[src/rtl/display_mode_sequencer_pkg.sv]
// display_mode_sequencer_pkg: page/state types and decoder select codes for the mode sequencer.
package display_mode_sequencer_pkg;
    typedef enum logic [1:0] {PG_TIME, PG_SEC, PG_DAY, PG_DATE} page_t;
    typedef enum logic {SQ_AUTO, SQ_MANUAL} seq_state_t;
    localparam logic [2:0] SEL_TIME = 3'b000;
    localparam logic [2:0] SEL_SEC  = 3'b001;
    localparam logic [2:0] SEL_DAY  = 3'b010;
    localparam logic [2:0] SEL_DATE = 3'b100;
    function automatic logic [2:0] sel_of(input page_t p);
        return p == PG_SEC ? SEL_SEC : p == PG_DAY ? SEL_DAY : p == PG_DATE ? SEL_DATE : SEL_TIME;
    endfunction
endpackage

[src/rtl/display_mode_sequencer_key_debounce.sv]
// display_mode_sequencer_key_debounce: synchronises and debounces an active-low key,
// emitting a one-clk strobe on each accepted press.
module display_mode_sequencer_key_debounce #(
    parameter int DEB_CYCLES = 500000
) (
    input  logic clk,
    input  logic reset,
    input  logic key_n,
    output logic pressed,
    output logic press
);
    localparam int CW = $clog2(DEB_CYCLES + 1);
    logic s1, s2, lvl;
    logic [CW-1:0] cnt;
    assign pressed = ~lvl;
    always_ff @(posedge clk) begin
        if (reset) begin
            s1    <= 1'b1;
            s2    <= 1'b1;
            lvl   <= 1'b1;
            cnt   <= '0;
            press <= 1'b0;
        end else begin
            s1    <= key_n;
            s2    <= s1;
            press <= 1'b0;
            if (s2 == lvl) begin
                cnt <= '0;
            end else if (cnt == CW'(DEB_CYCLES - 1)) begin
                lvl   <= s2;
                cnt   <= '0;
                press <= ~s2;
            end else begin
                cnt <= cnt + CW'(1);
            end
        end
    end
endmodule

[src/rtl/display_mode_sequencer.sv]
// display_mode_sequencer: rotates the HEX decoder page on 1 Hz ticks, with a debounced
// key that steps pages manually and suspends rotation for a hold period.
module display_mode_sequencer
    import display_mode_sequencer_pkg::*;
#(
    parameter int DWELL_TIME  = 10,
    parameter int DWELL_OTHER = 3,
    parameter int HOLD_S      = 30,
    parameter int DEB_CYCLES  = 500000
) (
    input  logic       clk,
    input  logic       reset,
    input  logic       tick_1hz,
    input  logic       key_n,
    input  logic       auto_en,
    input  logic       sync_ok,
    output logic [2:0] sel,
    output logic [1:0] page,
    output logic       manual
);
    seq_state_t state;
    page_t      pg;
    logic [7:0] dwell_cnt, hold_cnt;
    logic       pressed, press, key_evt;
    page_t      pg_inc;
    logic [7:0] dwell_lim;
    display_mode_sequencer_key_debounce #(.DEB_CYCLES(DEB_CYCLES)) u_deb (
        .clk    (clk),
        .reset  (reset),
        .key_n  (key_n),
        .pressed(pressed),
        .press  (press)
    );
    // press is only ever raised together with the accepted pressed level
    assign key_evt   = press & pressed;
    assign pg_inc    = page_t'(pg + 2'd1);
    assign dwell_lim = pg == PG_TIME ? 8'(DWELL_TIME - 1) : 8'(DWELL_OTHER - 1);
    assign page      = pg;
    always_ff @(posedge clk) begin
        if (reset || !sync_ok) begin
            state     <= SQ_AUTO;
            pg        <= PG_TIME;
            sel       <= SEL_TIME;
            manual    <= 1'b0;
            dwell_cnt <= '0;
            hold_cnt  <= '0;
        end else if (key_evt) begin
            state     <= SQ_MANUAL;
            manual    <= 1'b1;
            pg        <= pg_inc;
            sel       <= sel_of(pg_inc);
            hold_cnt  <= '0;
            if (state == SQ_AUTO) dwell_cnt <= '0;
        end else if (tick_1hz && state == SQ_MANUAL) begin
            if (hold_cnt == 8'(HOLD_S - 1)) begin
                state     <= SQ_AUTO;
                manual    <= 1'b0;
                pg        <= PG_TIME;
                sel       <= SEL_TIME;
                dwell_cnt <= '0;
                hold_cnt  <= '0;
            end else begin
                hold_cnt <= hold_cnt + 8'd1;
            end
        end else if (tick_1hz && auto_en) begin
            if (dwell_cnt == dwell_lim) begin
                pg        <= pg_inc;
                sel       <= sel_of(pg_inc);
                dwell_cnt <= '0;
            end else begin
                dwell_cnt <= dwell_cnt + 8'd1;
            end
        end
    end
endmodule

[config.mk]
export PLATFORM = sky130hd
export DESIGN_NAME = display_mode_sequencer
export DESIGN_NICKNAME = d
export VERILOG_FILES = /design/src/rtl/display_mode_sequencer_pkg.sv /design/src/rtl/display_mode_sequencer_key_debounce.sv /design/src/rtl/display_mode_sequencer.sv
export SDC_FILE = /design/constraint.sdc
export NUM_CORES = 1
export LEC_CHECK = 0
export ABC_AREA = 1
export CELL_PAD_IN_SITES_DETAIL_PLACEMENT = 1
export CELL_PAD_IN_SITES_GLOBAL_PLACEMENT = 1
export CORE_MARGIN = 4
export CORE_UTILIZATION = 49
export CTS_BUF_LIST = sky130_fd_sc_hd__clkbuf_2 sky130_fd_sc_hd__clkbuf_4 sky130_fd_sc_hd__clkbuf_8
export CTS_CLUSTER_SIZE = 28
export DETAILED_ROUTE_END_ITERATION = 10
export PLACE_DENSITY_LB_ADDON = 0.3
export SYNTH_ARGS = -nofsm -noshare
export SYNTH_HDL_FRONTEND = slang
export SYNTH_SLANG_ARGS = --single-unit
[constraint.sdc]
create_clock -name clk -period 3.1 [get_ports clk]
set_input_delay 0.465 -clock clk [delete_from_list [all_inputs] [get_ports clk]]
set_output_delay 0.465 -clock clk [all_outputs]
set_load 0.05 [all_outputs]
==> qor.txt, run 1 <==
Final clock skew: 0.00799 ns
Achievable frequency: 0.502 GHz
Status: finished, final reports clean
Total Nets Final: 385
Syn-to-layout area delta: 11.8%
# diodes: 0
P per Cell Area: 395 nW/um2
Total CTS buffers: 5
CTS Sinks: 45
Placer's final routability congestion estimate: 0.801
DRC: 0
HP Start: u_deb.s1
Die W: 79.1 um
Worst EP required: 2.63 ns
Most frequent cells after synthesis: nand2_1 (86), nor2_1 (58), dfxtp_1 (45)
DRT antenna net count: 0
Core ar.: 4820 um2
Crit-path leading delay family: buffers and inverters
Clk pwr share: 0.437
Die height: 79.1 um
Overflow after GRT: 0
H-tree depth: 2
Placed Cells: 432
Root Driver: clkbuf_8
Period minus WS final: 1.99 ns
Worst Setup End Kind: output port
Most numerous cell in the Yosys netlist: nand2_1
Pwr Total: 1.09 mW
Cell variety after synth: 32
Slew margin rel.: 0.669
Yosys reg bits: 45
Initial DRC Count: 85
Worst Path Arrival: 1.53 ns
CP bufs+invs: 1
Setup Viol. Count Final: 0
Worst-margin pin slew: 0.494 ns
Crit path kind: register to output port
CP max stage cell: clkdlybuf4s50_1
Critical-path maximum fanout: 4
Worst skew pair latency: 0.30 ns
Max rail drop VDD: 0.296 mV
Cell Area, Placed: 2650 um2
Yosys top cell by area: dfxtp_1
Hold EP: u_deb.s2
Setup TNS: 0 ns
Int Pwr: 0.864 mW
Comb power frac: 0.031
Vias in the first global route: 2423
Prevailing post-synth register cell: dfxtp_1
Pin count of the biggest net entering global routing: 20
Yosys top cell area share: 0.364
Drt wl/cell: 14.3 um
Ys async rst share: 0
Design Area, Final: 2770 um2
First-pass GRT wire length: 11.3 mm
Switching share of power: 0.209
Synth area leaders: dfxtp_1 (36%), nand2_1 (13%), nor2_1 (8.8%)
Leakage power: 0.972 nW
Worst setup startpoint: state
Avg Inst Size Synth: 6.95 um2
PostCTS Resize Cnt: 0
Drt total wl: 6.30 mm
Crit-path max cell delay: 0.83 ns
CTS tree: yes
Reg-to-reg startpoint: u_deb.cnt[0]
IO Port Bufs: 11
Final std cells w/o fill: 440
Vias per inst: 5.28
Fin crit share: 0.643
Crit Reg-Reg Endpoint: u_deb.cnt[14]
Post-synth EDFFs: 0
Worst Setup Start Kind: register
Clock transition at the registers of the reported paths: 0.08 ns
Worst-path cell chain: clkdlybuf4s50_1
Fin. Hold Viols: 0
Max Cap Violations: 0
DRT Pass-1 Iters: 4
Fin util: 0.574
YS warnings: 0
Die ar.: 6250 um2
Row cnt: 25
Syn_nets: 369
Hold path cells: 1
Sequential share of power: 0.532
Unrepaired setup endpoints after global routing: no
CTS Hold Bufs: 0
Register area share after synthesis: 0.364
Num ports: 12
Switch Pwr: 0.228 mW
Layout cells sized above 1: 0.102
DP HPWL: 4.73 mm
Post-synth design cell area: 2470 um2
Setup Buffers After CTS: 0
Gate Count Post-Synth: 356
Reg2reg setup slack: 1.32 ns
Antenna violations before repair: 0
Min-delay worst type: register to register
Initial Util: 0.514
Vias: 2321
Clk buf depth: 2
Worst Reg-to-Reg Cells: 6
Total Routing Usage GR: 0.227
Slew Viols, Final: 0
registers in the layout, indices dropped and copies added, names as in the netlist:
register,flops
u_deb.s2,1
page,2
u_deb.press,1
dwell_cnt,8
sel,3
u_deb.s1,1
hold_cnt,8
state,1
u_deb.lvl,1
u_deb.cnt,19
metrics by stage:
stage / setup slack [ns] / hold WS [ns]
after global placement: 1.08 / 0.391
final: 1.11 / 0.415
after global routing: 1.03 / 0.440
after floorplan: 1.29 / 0.389
after detailed placement: 0.939 / 0.396
after CTS: 1.07 / 0.417
per-layer routing:
| metal | up-vias | track usage | part of all wire |
|---|---|---|---|
| li1 | 1154 | - | - |
| met1 | 1111 | 0.272 | 0.45 |
| met2 | 40 | 0.396 | 0.49 |
| met3 | 16 | 0.0442 | 0.035 |
| met4 | 0 | 0.0945 | 0.026 |
| met5 | - | 0 | 0 |
cells in the final DEF, fill, tap and decap left out:
cell type | Yosys | layout
inv_1 | 44 | 44
nor3_4 | 2 | 2
nor3_2 | 2 | 2
nor4_2 | 1 | 1
o21bai_1 | 1 | 1
nand2_1 | 86 | 86
nor2_4 | 2 | 2
o21ai_2 | 2 | 2
nand2_2 | 5 | 5
nor3_1 | 7 | 7
nor2_2 | 2 | 2
o21ai_0 | 6 | 6
o21bai_4 | 1 | 1
nor4_1 | 1 | 1
nand3_4 | 1 | 1
or2_0 | 1 | 1
a21oi_4 | 1 | 1
clkdlybuf4s50_1 | 0 | 11
a21oi_1 | 17 | 17
nand3_1 | 31 | 31
bufinv_16 | 0 | 1
nand2_4 | 1 | 1
nor2_1 | 58 | 58
xnor2_1 | 2 | 2
ha_1 | 7 | 7
nand4_1 | 7 | 7
nand3_2 | 3 | 3
xor2_1 | 9 | 9
dfxtp_1 | 45 | 45
clkbuf_8 | 0 | 6
inv_2 | 4 | 4
clkbuf_4 | 0 | 1
nor3b_1 | 1 | 1
or2_2 | 3 | 3
a211oi_1 | 1 | 1
cells by family after synthesis:
kind of cell / synth area share
buf+inv: 0.0819
xor+xnor: 0.0390
flops: 0.364
fa+ha+maj: 0.0354
compound gates: 0.0739
simple gates: 0.406
worst reg2reg max path: cells and delay by family, from the launching register on:
family	cells	cell delay, ns
flip-flops	1	0.44
adder cells (fa/ha/maj)	1	0.35
AND/OR/NAND/NOR	3	0.61
AO/OA/AOI/OAI	2	0.25
layout make-up:
type	instances	area, um2
clock buffer	7	90.1
inverter	48	180
timing repair buffer	11	110
fill	683	2050
multi-input combinational	261	1370
clock inverter	1	30.0
tap	67	83.8
sequential	45	901
power groups by stage:
stage / combinational (mW) / sequential, mW / clock (mW)
after floorplan: 0.0205 / 0.595 / 0
after CTS: 0.0340 / 0.581 / 0.496
after global placement: 0.0316 / 0.595 / 0
after detailed placement: 0.0336 / 0.595 / 0
after global routing: 0.0374 / 0.582 / 0.522
final: 0.0336 / 0.581 / 0.477
worst max-delay path by stage:
stage               cells past startpoint      endpoint
finish                                  1        manual
global route                            1       page[0]
CTS                                     1       page[0]
detailed placement                      8  dwell_cnt[0]
global placement                        8  dwell_cnt[0]
floorplan                              10       page[0]
(Power assumes the default switching activity.)
==> run 2, diff against run 1 <==
CORE_UTILIZATION = 41   (was 49)
clock period = 1.8 ns   (was 3.1 ns; I/O delays follow)
==> run 2 against run 1 <==
Effect of this change:
- power is 58% higher
- critical endpoint is now sel[1]
- via count down 1.9%
- register-to-register slack worse by 1.1 ns
- sequential power up 72%
- utilization fell by 10 points
- first-iteration DRC count down 27%
- global-route usage shrank 5.5 points
- hold slack better by 0.0015 ns
- clock-buffer cell count increased by 1
- clock power grew 39%
- largest power group unchanged
- combinational power rose by 71%
- wire length shrank 7.2%
==> qor.txt, run 2 (synthesized netlist as in run 1, its figures left out) <==
Drt total wl: 5.84 mm
Max reg flops: 19
Status: finished, final reports clean
Worst-margin pin slew: 0.488 ns
Min-delay worst type: register to register
Max rail drop VDD: 0.282 mV
Initial DRC Count: 62
Leakage power: 0.990 nW
Worst EP required: 1.53 ns
Pwr Total: 1.72 mW
Num ports: 12
DRT antenna net count: 0
CTS tree: yes
Pin count of the biggest net entering global routing: 20
Drt wl/cell: 13.0 um
Crit-path max cell delay: 0.80 ns
Slew Viols, Final: 0
Vias per inst: 5.05
H-tree depth: 2
Hold Slack: 0.417 ns
P per Cell Area: 619 nW/um2
Die W: 85.7 um
HP Start: u_deb.s1
Worst Setup End Kind: output port
Reg with most FFs: u_deb.cnt
Clk buf depth: 2
Slew margin rel.: 0.673
DP HPWL: 4.68 mm
IO Port Bufs: 11
Crit-path leading delay family: buffers and inverters
Fin util: 0.472
Clock transition at the registers of the reported paths: 0.08 ns
Worst setup startpoint: sel[1]
Reg-to-reg startpoint: page[1]
Setup Buffers After CTS: 0
Total CTS buffers: 5
CP bufs+invs: 1
Commonest non-fill, non-tap cell in the layout: nand2_1
Fin. Hold Viols: 0
Hold path cells: 1
Core ar.: 5890 um2
First-pass GRT wire length: 10.3 mm
Critical-path maximum fanout: 2
Achievable frequency: 0.588 GHz
CTS Sinks: 45
Die ar.: 7340 um2
DRC: 0
Worst Setup Start Kind: register
CP max stage cell: clkdlybuf4s50_1
Placer's final routability congestion estimate: 0.833
# diodes: 0
CTS Hold Bufs: 0
Max Cap Violations: 0
Fin crit share: 0.945
Worst Path Arrival: 1.43 ns
Worst skew pair latency: 0.29 ns
Crit path kind: register to output port
Die height: 85.7 um
DRT Pass-1 Iters: 4
Setup Viol. Count Final: 0
Top flop regs: u_deb.cnt (19), dwell_cnt (8), hold_cnt (8)
Vias in the first global route: 2329
Vias: 2276
Syn-to-layout area delta: 12.4%
Unrepaired setup endpoints after global routing: no
Total Nets Final: 388
Root Driver: clkbuf_8
Commonest non-fill, non-tap cells in the layout: nand2_1 (86), nor2_1 (58), inv_1 (44), dfxtp_1 (44), nand3_1 (31)
Worst Reg-to-Reg Cells: 11
WP depth: 1
PostCTS Resize Cnt: 0
Worst-path cell chain: clkdlybuf4s50_1
Overflow after GRT: 0
Final clock skew: 0.00671 ns
Total Routing Usage GR: 0.172
Row cnt: 28
Antenna violations before repair: 0
Period minus WS final: 1.70 ns
Setup TNS: 0 ns
Layout cells sized above 1: 0.120
Initial Util: 0.420
[run 2: cell type report]
| type | instances | area [um2] |
|---|---|---|
| Clock buffer | 8 | 91.3 |
| Sequential cell | 45 | 902 |
| Timing Repair Buffer | 14 | 138 |
| Multi-Input combinational cell | 261 | 1380 |
| Inverter | 48 | 180 |
| Fill cell | 793 | 3110 |
| Tap cell | 75 | 93.8 |
[run 2: routing by layer]
metal | vias up | GRT usage | wire (um)
met5 | - | 0 | 0
met4 | 0 | 0.0446 | 95
met3 | 9 | 0.0298 | 135
met2 | 24 | 0.320 | 2970
met1 | 1073 | 0.202 | 2650
li1 | 1170 | - | -
[run 2: metrics by stage]
stage          area, um2  setup WS [ns]  instances
6_report            2780         0.0998        451
5_1_grt             2780         0.0313        451
4_1_cts             2780         0.0786        451
3_5_place_dp        2680         0.0111        443
3_3_place_gp        2680         0.0890        443
2_1_floorplan       2470         0.0430        356
[run 2: final timing paths]
kind | to | slack, ns
min reg2reg | u_deb.s2 | 0.42
max reg2reg | page[1] | 0.19
max | sel[1] | 0.1
min | u_deb.s2 | 0.42
[run 2: report_power, final]
group	switching, mW	internal (mW)
Sequential	0.00307	0.998
Clock	0.340	0.322
Combinational	0.0345	0.0231
Total	0.377	1.34
==> run 3, diff against run 2 <==
CTS_BUF_LIST = sky130_fd_sc_hd__clkbuf_8   (was sky130_fd_sc_hd__clkbuf_2 sky130_fd_sc_hd__clkbuf_4 sky130_fd_sc_hd__clkbuf_8)
==> run 3 against run 2 <==
Effect of this change:
- final area decreased by 0.41%
- maximum frequency is essentially flat
- non-clock buffer count did not move
- die area unchanged
- critical path depth stayed put
- clock-buffer cell count shrank 3
- wire length up 0.17%
- via count rose by 0.22%
- sequential power is essentially flat
- clock power down 8.8%
- critical path type unchanged
- critical endpoint unchanged
- largest power group unchanged
==> qor.txt, run 3 (synthesized netlist as in run 1, its figures left out) <==
Status: finished, final reports clean
Die height: 85.7 um
Total CTS buffers: 5
Worst Setup End Kind: output port
Unrepaired setup endpoints after global routing: no
Initial DRC Count: 61
Vias per inst: 5.06
H-tree depth: 2
Setup TNS: 0 ns
Critical-path maximum fanout: 2
Row cnt: 28
Int Pwr: 1.28 mW
Total Nets Final: 388
CP bufs+invs: 1
CTS Sinks: 45
Filler Cells Inserted: 796
Period minus WS final: 1.70 ns
Syn-to-layout area delta: 11.9%
Worst EP required: 1.53 ns
Crit-path leading delay family: buffers and inverters
Layout cells sized above 1: 0.112
Sequential share of power: 0.602
Antenna violations before repair: 0
Root Driver: clkbuf_8
Overflow after GRT: 0
Drt total wl: 5.85 mm
CTS tree: yes
Crit-path max cell delay: 0.80 ns
DRC: 0
Die W: 85.7 um
Total Routing Usage GR: 0.172
Switch Pwr: 0.382 mW
Num ports: 12
CTS Hold Bufs: 0
Placer's final routability congestion estimate: 0.833
P per Cell Area: 600 nW/um2
Core ar.: 5890 um2
Commonest non-fill, non-tap cell in the layout: nand2_1
# diodes: 0
Switching share of power: 0.229
CP max stage cell: clkdlybuf4s50_1
Slew margin rel.: 0.673
Design Area, Final: 2770 um2
Max rail drop VDD: 0.271 mV
Max reg flops: 19
Initial Util: 0.420
Max Cap Violations: 0
Cell Area, Placed: 2680 um2
Fin. Hold Viols: 0
DRT Pass-1 Iters: 4
Top flop regs: u_deb.cnt (19), dwell_cnt (8), hold_cnt (8)
Vias: 2281
Die ar.: 7340 um2
Drt wl/cell: 13.0 um
Crit path kind: register to output port
Comb power frac: 0.035
Setup Buffers After CTS: 0
Reg with most FFs: u_deb.cnt
Worst Setup Start Kind: register
Clk buf depth: 2
DRT antenna net count: 0
Final clock skew: 0.00629 ns
Setup Viol. Count Final: 0
Worst-margin pin slew: 0.488 ns
Achievable frequency: 0.588 GHz
First-pass GRT wire length: 10.3 mm
Fin crit share: 0.945
Leakage power: 0.992 nW
Worst skew pair latency: 0.29 ns
Clk pwr share: 0.363
Clock transition at the registers of the reported paths: 0.08 ns
Vias in the first global route: 2330
PostCTS Resize Cnt: 0
Pin count of the biggest net entering global routing: 20
Worst Path Arrival: 1.43 ns
Commonest non-fill, non-tap cells in the layout: nand2_1 (86), nor2_1 (58), inv_1 (47)
Worst-path cell chain: clkdlybuf4s50_1
IO Port Bufs: 11
DP HPWL: 4.68 mm
Slew Viols, Final: 0
Min-delay worst type: register to register
==> run 3: changes by cell type in the layout (fill, tap and decap cells not counted), sizes merged <==
cell | before | now
clkbuf | 8 | 5
inv | 48 | 51
==> run 3: power groups by stage <==
| stage | clock, mW | combinational (mW) | sequential, mW |
|---|---|---|---|
| CTS | 0.626 | 0.0587 | 1.00 |
| detailed placement | 0 | 0.0586 | 1.02 |
| floorplan | 0 | 0.0353 | 1.02 |
| global placement | 0 | 0.0558 | 1.02 |
| finish | 0.604 | 0.0576 | 1.00 |
| global route | 0.672 | 0.0654 | 1.00 |
==> run 3: worst paths after layout <==
check	slack [ns]	startpoint	to	depth (start not counted)
min	0.42	u_deb.s1	u_deb.s2	1
min reg2reg	0.42	u_deb.s1	u_deb.s2	1
max	0.1	sel[1]	sel[1]	1
max reg2reg	0.19	page[1]	page[1]	11
==> run 3: metrics by stage <==
stage	utilization	total power, mW	worst slack, ns	hold slack [ns]	std cells
4_1_cts	0.470	1.69	0.0783	0.420	451
5_1_grt	0.470	1.74	0.0313	0.447	451
3_5_place_dp	0.456	1.08	0.0111	0.400	443
6_report	0.470	1.66	0.0998	0.417	451
2_1_floorplan	-	1.06	0.0430	0.374	356
3_3_place_gp	0.456	1.08	0.0890	0.392	443
==> run 3: per-layer routing <==
layer | GRT usage | part of all wire | vias up
met1 | 0.203 | 0.45 | 1076
met4 | 0.0446 | 0.016 | 0
met3 | 0.0298 | 0.023 | 9
li1 | - | - | 1170
met5 | 0 | 0 | -
met2 | 0.320 | 0.51 | 26
==> run 3: layout make-up <==
| cell class | count | area (um2) | area share |
|---|---|---|---|
| inverter | 48 | 180 | 0.0651 |
| clock inverter | 3 | 11.3 | 0.00407 |
| clock buffer | 5 | 68.8 | 0.0249 |
| sequential | 45 | 902 | 0.326 |
| timing repair buffer | 14 | 138 | 0.0497 |
| tap | 75 | 93.8 | 0.0339 |
| multi-input combinational | 261 | 1380 | 0.497 |
